[src/rtl/datapath_pkg.sv]
// Shared datapath widths and immediate-extension mode encoding.
package datapath_pkg;

    localparam int IMM8_W = 8;
    localparam int DATA_W = 16;

    typedef enum logic [0:0] {
        EXT_SIGN = 1'b0,
        EXT_ZERO = 1'b1
    } ext_mode_e;

endpackage

[src/rtl/sign_extend_8bit_if.sv]
// Immediate-extension request/result bundle between the datapath and the extender.
interface sign_extend_8bit_if #(
    parameter int IN_W  = 8,
    parameter int OUT_W = 16
);
    logic             in_valid;
    logic [IN_W-1:0]  A;
    logic             zext;
    logic [OUT_W-1:0] B;
    logic             out_valid;

    modport master (
        output in_valid,
        output A,
        output zext,
        input  B,
        input  out_valid
    );

    modport slave (
        input  in_valid,
        input  A,
        input  zext,
        output B,
        output out_valid
    );
endinterface

[src/rtl/sign_extend_8bit_sext_core.sv]
// Combinational immediate widener; shared with other extenders such as branch offsets.
module sext_core
    import datapath_pkg::*;
#(
    parameter int IN_W  = IMM8_W,
    parameter int OUT_W = DATA_W
) (
    input  logic [IN_W-1:0]  A,
    input  logic             zext,
    output logic [OUT_W-1:0] E
);

    ext_mode_e mode;
    logic      fill;

    assign mode = ext_mode_e'(zext);
    assign fill = (mode == EXT_SIGN) ? A[IN_W-1] : 1'b0;
    assign E    = {{(OUT_W-IN_W){fill}}, A};

endmodule

[src/rtl/sign_extend_8bit.sv]
// Registered immediate extender: one-cycle latency, result held while no valid input arrives.
module sign_extend_8bit
    import datapath_pkg::*;
#(
    parameter int IN_W  = IMM8_W,
    parameter int OUT_W = DATA_W
) (
    input logic             clk,
    input logic             rst,
    sign_extend_8bit_if.slave bus
);

    if (OUT_W <= IN_W) begin : g_bad_width
        $error("sign_extend_8bit: OUT_W must exceed IN_W");
    end

    logic [OUT_W-1:0] e;
    logic [OUT_W-1:0] b_q;
    logic             valid_q;

    sext_core #(
        .IN_W  (IN_W),
        .OUT_W (OUT_W)
    ) u_core (
        .A    (bus.A),
        .zext (bus.zext),
        .E    (e)
    );

    // B only loads on a valid input so downstream logic sees a stable value otherwise.
    always_ff @(posedge clk) begin
        if (rst) begin
            b_q     <= '0;
            valid_q <= 1'b0;
        end else begin
            valid_q <= bus.in_valid;
            if (bus.in_valid) begin
                b_q <= e;
            end
        end
    end

    assign bus.B         = b_q;
    assign bus.out_valid = valid_q;

endmodule

[src/flat_wrapper.sv]
// flat-port wrapper written by rule: the top's interface ports become plain ports
module sign_extend_8bit_flat import datapath_pkg::*;
#(
    parameter int IN_W  = IMM8_W,
    parameter int OUT_W = DATA_W
)
  (clk, rst, bus_in_valid, bus_A, bus_zext, bus_B, bus_out_valid);
  sign_extend_8bit_if #(.IN_W(IN_W), .OUT_W(OUT_W)) bus_i ();
  input logic clk;
  input logic rst;
  input wire logic [$bits(bus_i.in_valid)-1:0] bus_in_valid;
  input wire logic [$bits(bus_i.A)-1:0] bus_A;
  input wire logic [$bits(bus_i.zext)-1:0] bus_zext;
  output wire logic [$bits(bus_i.B)-1:0] bus_B;
  output wire logic [$bits(bus_i.out_valid)-1:0] bus_out_valid;
  assign bus_i.in_valid = bus_in_valid;
  assign bus_i.A = bus_A;
  assign bus_i.zext = bus_zext;
  assign bus_B = bus_i.B;
  assign bus_out_valid = bus_i.out_valid;
  sign_extend_8bit #(.IN_W(IN_W), .OUT_W(OUT_W)) u_core (.clk(clk), .rst(rst), .bus(bus_i));
endmodule
[config.mk]
export PLATFORM = sky130hd
export DESIGN_NAME = sign_extend_8bit_flat
export DESIGN_NICKNAME = d
export VERILOG_FILES = /design/src/rtl/datapath_pkg.sv /design/src/rtl/sign_extend_8bit_if.sv /design/src/rtl/sign_extend_8bit_sext_core.sv /design/src/rtl/sign_extend_8bit.sv /design/src/flat_wrapper.sv
export SDC_FILE = /design/constraint.sdc
export NUM_CORES = 1
export LEC_CHECK = 0
export BUFFER_PORTS_ARGS = -buffer_cell sky130_fd_sc_hd__buf_2
export CORE_AREA = 4 4 41 43
export DETAILED_ROUTE_END_ITERATION = 10
export DIE_AREA = 0 0 45 47
export GPL_TIMING_DRIVEN = 0
export PLACE_DENSITY = 0.62
export SETUP_SLACK_MARGIN = 0.3
export SYNTH_ARGS = -nofsm -noshare
export SYNTH_HDL_FRONTEND = slang
export SYNTH_SLANG_ARGS = --single-unit
[constraint.sdc]
create_clock -name clk -period 0.8 [get_ports clk]
set_input_delay 0 -clock clk [delete_from_list [all_inputs] [get_ports clk]]
set_output_delay 0 -clock clk [all_outputs]
set_load 0.01 [all_outputs]
* After elaboration in Yosys (flattened, before gate mapping) *
Cells that the tools add are included.

operators by class
  muxes and demuxes = 1

operators with widths
  operator          count
  1-bit 2-to-1 mux  1

storage, ports and cells
  bits in registers = 10
  input bits = 12
  logic and storage cells = 3

* Longest topological paths before layout *
  word-level depth = 1
  depth in mapped cells = 3

* By module *
Synthesis repeated with hierarchy kept, for this count alone.

unflattened totals
  cell total of the unflattened synthesis = 71
  area, all modules = 742.0 µm²

by module, submodules not included
  module            instances  cells an instance  area an instance (µm²)  seq. area each (µm²)
  sign_extend_8bit  1          54                 608.1                   340.3
  sext_core         1          17                 133.9                   0.0

* Least setup slack after synthesis *
OpenSTA, ideal clock, no wires.

  path kind = register -> register
  start point = register, netlist name u_core.bus.B[8]
  end point = register, netlist name u_core.bus.B[8]
  library setup time = 71 ps
  data arrival time = 652 ps
  setup slack = 77 ps
  cell stages (with the launch flop) = 3
  buffers on the path = 0
  period minus slack after synthesis = 723 ps
  path through = dfxtp_1 > nand2b_1 > a21oi_1

* Final worst setup path *
  start point = register, netlist name u_core.bus.B[8]
  end point = output bus_B[14]

RTL lines
  what       line                source
  to (decl)  flat_wrapper.sv:14  output wire logic [$bits(bus_i.B)-1:0] bus_B;

No word-level cell between the ends.

==> metrics.md <==
| Metric | Value |
|---|---|
| Most frequent cell after synthesis | `dfxtp_1` |
| Clock buffer depth | `2` |
| Crit Path Max Fanout | `9` |
| Synthesized flop and latch total | `10` |
| Distinct cells, synth | `10` |
| Worst slew pin tran | `0.409 ns` |
| Worst EP required | `0.80 ns` |
| Initial DRC count | `0` |
| Post-route setup slack | `-0.0752 ns` |
| Vias in the first global route | `roughly 340` |
| Buffers on Ports | `27` |
| Critical Path Start Type | `flop` |
| Buf+Inv Stages, Crit Path | `2` |
| RSZ-0062 raised after global routing | `true` |
| DIE AREA | `approximately 2100 um^2` |
| Wire per inst | `~9.8 um` |
| Die height | `about 47 um` |
| Num CTS Buffers | `3` |
| Cell count after synthesis | `39` |
| First-pass GRT wire length | `around 1.4 mm` |
| Top cell type's share of synthesized area | `0.497` |
| Hold_ws | `-0.0209 ns` |
| DRT antenna net count | `0` |
| Final setup violation count | `7` |
| Chip width | `approximately 45 um` |
| Static Leak | `0.355 nW` |
| Hold Crit Class | `in -> reg` |
| # diodes | `0` |
| Mapped Nets | `approximately 50` |
| Clock Skew | `0 ns` |
| Area Overhead vs Synth | `63.0%` |
| CP max stage cell | `dfxtp_4` |
| Clk slew on worst S/H paths | `roughly 0.060 ns` |
| Post-Layout Cell Count | `85` |
| Status | `finished with violations` |
| Synth warn | `0` |
| Worst Path Class, Setup | `reg -> out` |
| CTS tree | `yes` |
| Htree depth | `1` |
| Synthesized area | `between 400 and 500 um^2` |
| Fin. max-slew vios | `0` |
| Pint | `0.922 mW` |
| Via/cell ratio | `~4.0` |
| Initial antenna violation count | `0` |
| Overall power | `between 1 and 1.5 mW` |
| Synth Flop Type | `dfxtp_1` |
| DRC | `0` |
| Final period util | `1.09` |
| Minimum clock period | `between 0.8 and 0.9 ns` |
| # clock sinks | `10` |
| Clock Power Share | `0.371` |
| Async set-or-reset flop fraction in the synthesized netlist | `0` |
| Seq/Total Area, Yosys | `0.497` |
| Initial Util | `0.310` |
| Layout cell share with drive strength beyond 1 | `0.686` |
| Largest net degree at the start of global routing | `11` |
| Slew HR | `0.727` |
| First-pass DRT Iterations | `1` |
| Cell Rows | `13` |
| Crit-path cells | `buf_4 -> buf_2` |
| Final Hold Vio Count | `8` |
| Failing checks | `hold timing, setup timing` |
| Final wirelength | `about 830 um` |
| Syn Area/Cell | `around 10 um^2` |
| Reg power frac | `0.466` |
| Crit path largest cell delay | `roughly 0.37 ns` |
| Yosys top cell by area | `dfxtp_1` |
| Fmax | `1140 MHz` |
| Post-synth top cells | `dfxtp_1 (10), mux2i_1 (8), nor2_1 (8)` |
| Fin nets | `83` |
| Core Footprint | `1300 um^2` |
| Grt ovf | `0` |
| Placed Instances | `a little over 80` |
| Switch Pwr | `around 0.26 mW` |
| Switching Fraction | `0.219` |
| CP endpoint kind | `output pin` |
| Worst VDD drop | `about 1.1 mV` |
| Routed vias | `~340` |
| Top post-synthesis cells by area | `dfxtp_1 (50%), mux2i_1 (20%), buf_4 (13%)` |
| PwrDens | `1800 nW/um^2` |
| GRT Util Overall | `0.0913` |
| Final GP Congestion | `0.632` |
| Post CTS Setup Buffer Count | `0` |
| Io pins | `29` |
| Cell family with most CP delay | `flip-flops` |
| Clock root cell | `clkbuf_4` |
| Number of max-cap violations | `0` |
| Worst skew pair latency | `between 0.2 and 0.3 ns` |
| Crit path DAT | `0.88 ns` |
| EDFF count, synth | `0` |
| Logic gate share of total power | `0.163` |
power groups by stage:
| stage | clock network (mW) | registers (mW) | logic (mW) |
|---|---|---|---|
| 2_1_floorplan | 0 | 0.570 | 0.0828 |
| 3_3_place_gp | 0 | 0.554 | 0.168 |
| 3_5_place_dp | 0 | 0.556 | 0.170 |
| 4_1_cts | 0.452 | 0.551 | 0.196 |
| 5_1_grt | 0.470 | 0.554 | 0.212 |
| 6_report | 0.438 | 0.550 | 0.193 |
kinds of logic (layout without fill, tap and decap cells):
| family | Yosys count | in the layout | share of synthesized area |
|---|---|---|---|
| AO/OA/AOI/OAI | 1 | 1 | 0.0124 |
| buffers and inverters | 9 | 40 | 0.168 |
| flip-flops | 10 | 10 | 0.497 |
| multiplexers | 8 | 8 | 0.199 |
| AND/OR/NAND/NOR | 11 | 11 | 0.124 |
flip-flops by register name, summed over array words and instances, names as in the netlist:
register / count
u_core.bus.B: 9
u_core.bus.out_valid: 1
metrics by stage:
step / cell area (um^2) / setup TNS (ns) / worst slack (ns) / utilization / hold slack, ns
6_report: 657 / -0.521 / -0.0752 / 0.505 / -0.0209
5_1_grt: 657 / -0.718 / -0.106 / 0.505 / -0.0113
4_1_cts: 657 / -0.608 / -0.0877 / 0.505 / -0.0264
3_5_place_dp: 571 / 0 / 0.146 / 0.438 / 0.244
3_3_place_gp: 571 / 0 / 0.178 / 0.438 / 0.234
2_1_floorplan: 417 / 0 / 0.197 / - / 0.147
worst min-delay path: stages:
cell	delay (ns)
buf_2	0.08
mux2i_1	0.05
nor2_1	0.07
final timing paths:
check / start / slack, ns / depth (start not counted) / to
worst max-delay path: u_core.bus.B[8] / -0.08 / 2 / bus_B[14]
worst min register to register: u_core.bus.B[4] / 0.50 / 2 / u_core.bus.B[4]
worst max register to register: u_core.bus.B[1] / 0.17 / 2 / u_core.bus.B[1]
worst min-delay path: bus_A[4] / -0.02 / 3 / u_core.bus.B[4]
layer usage:
layer,routed length [um],GRT usage,share of wire,up-vias
li1,-,-,-,181
met1,372,0.122,0.45,136
met2,330,0.130,0.40,22
met3,123,0.0268,0.15,2
met4,6,0.0526,0.0072,0
met5,0,0,0,-
cell usage in the layout, fill, tap and decap left out:
cell      instances
buf_2            19
buf_6             9
mux2i_1           8
nor2_1            8
dfxtp_2           8
buf_4             7
clkbuf_4          3
clkbuf_1          1
nor2b_1           1
nand2b_1          1
nand3b_1          1
a21oi_1           1
clkbuf_8          1
dfxtp_4           1
dfxtp_1           1
final cells by class:
| class | instances | area, um^2 |
|---|---|---|
| plain buffers | 9 | 67.6 |
| repair buffers | 27 | 185 |
| multi-input cells | 20 | 135 |
| clock buffers | 4 | 36.3 |
| flip-flops and latches | 10 | 214 |
| well taps | 15 | 18.8 |
| fillers | 127 | 644 |
repair_timing:
action                                  in CTS  in global routing
gates resized for setup                      8                  0
hold endpoints to repair                     8                  1
endpoints found under the setup margin      26                 26
Note: power is estimated with default switching activity, not from simulation.
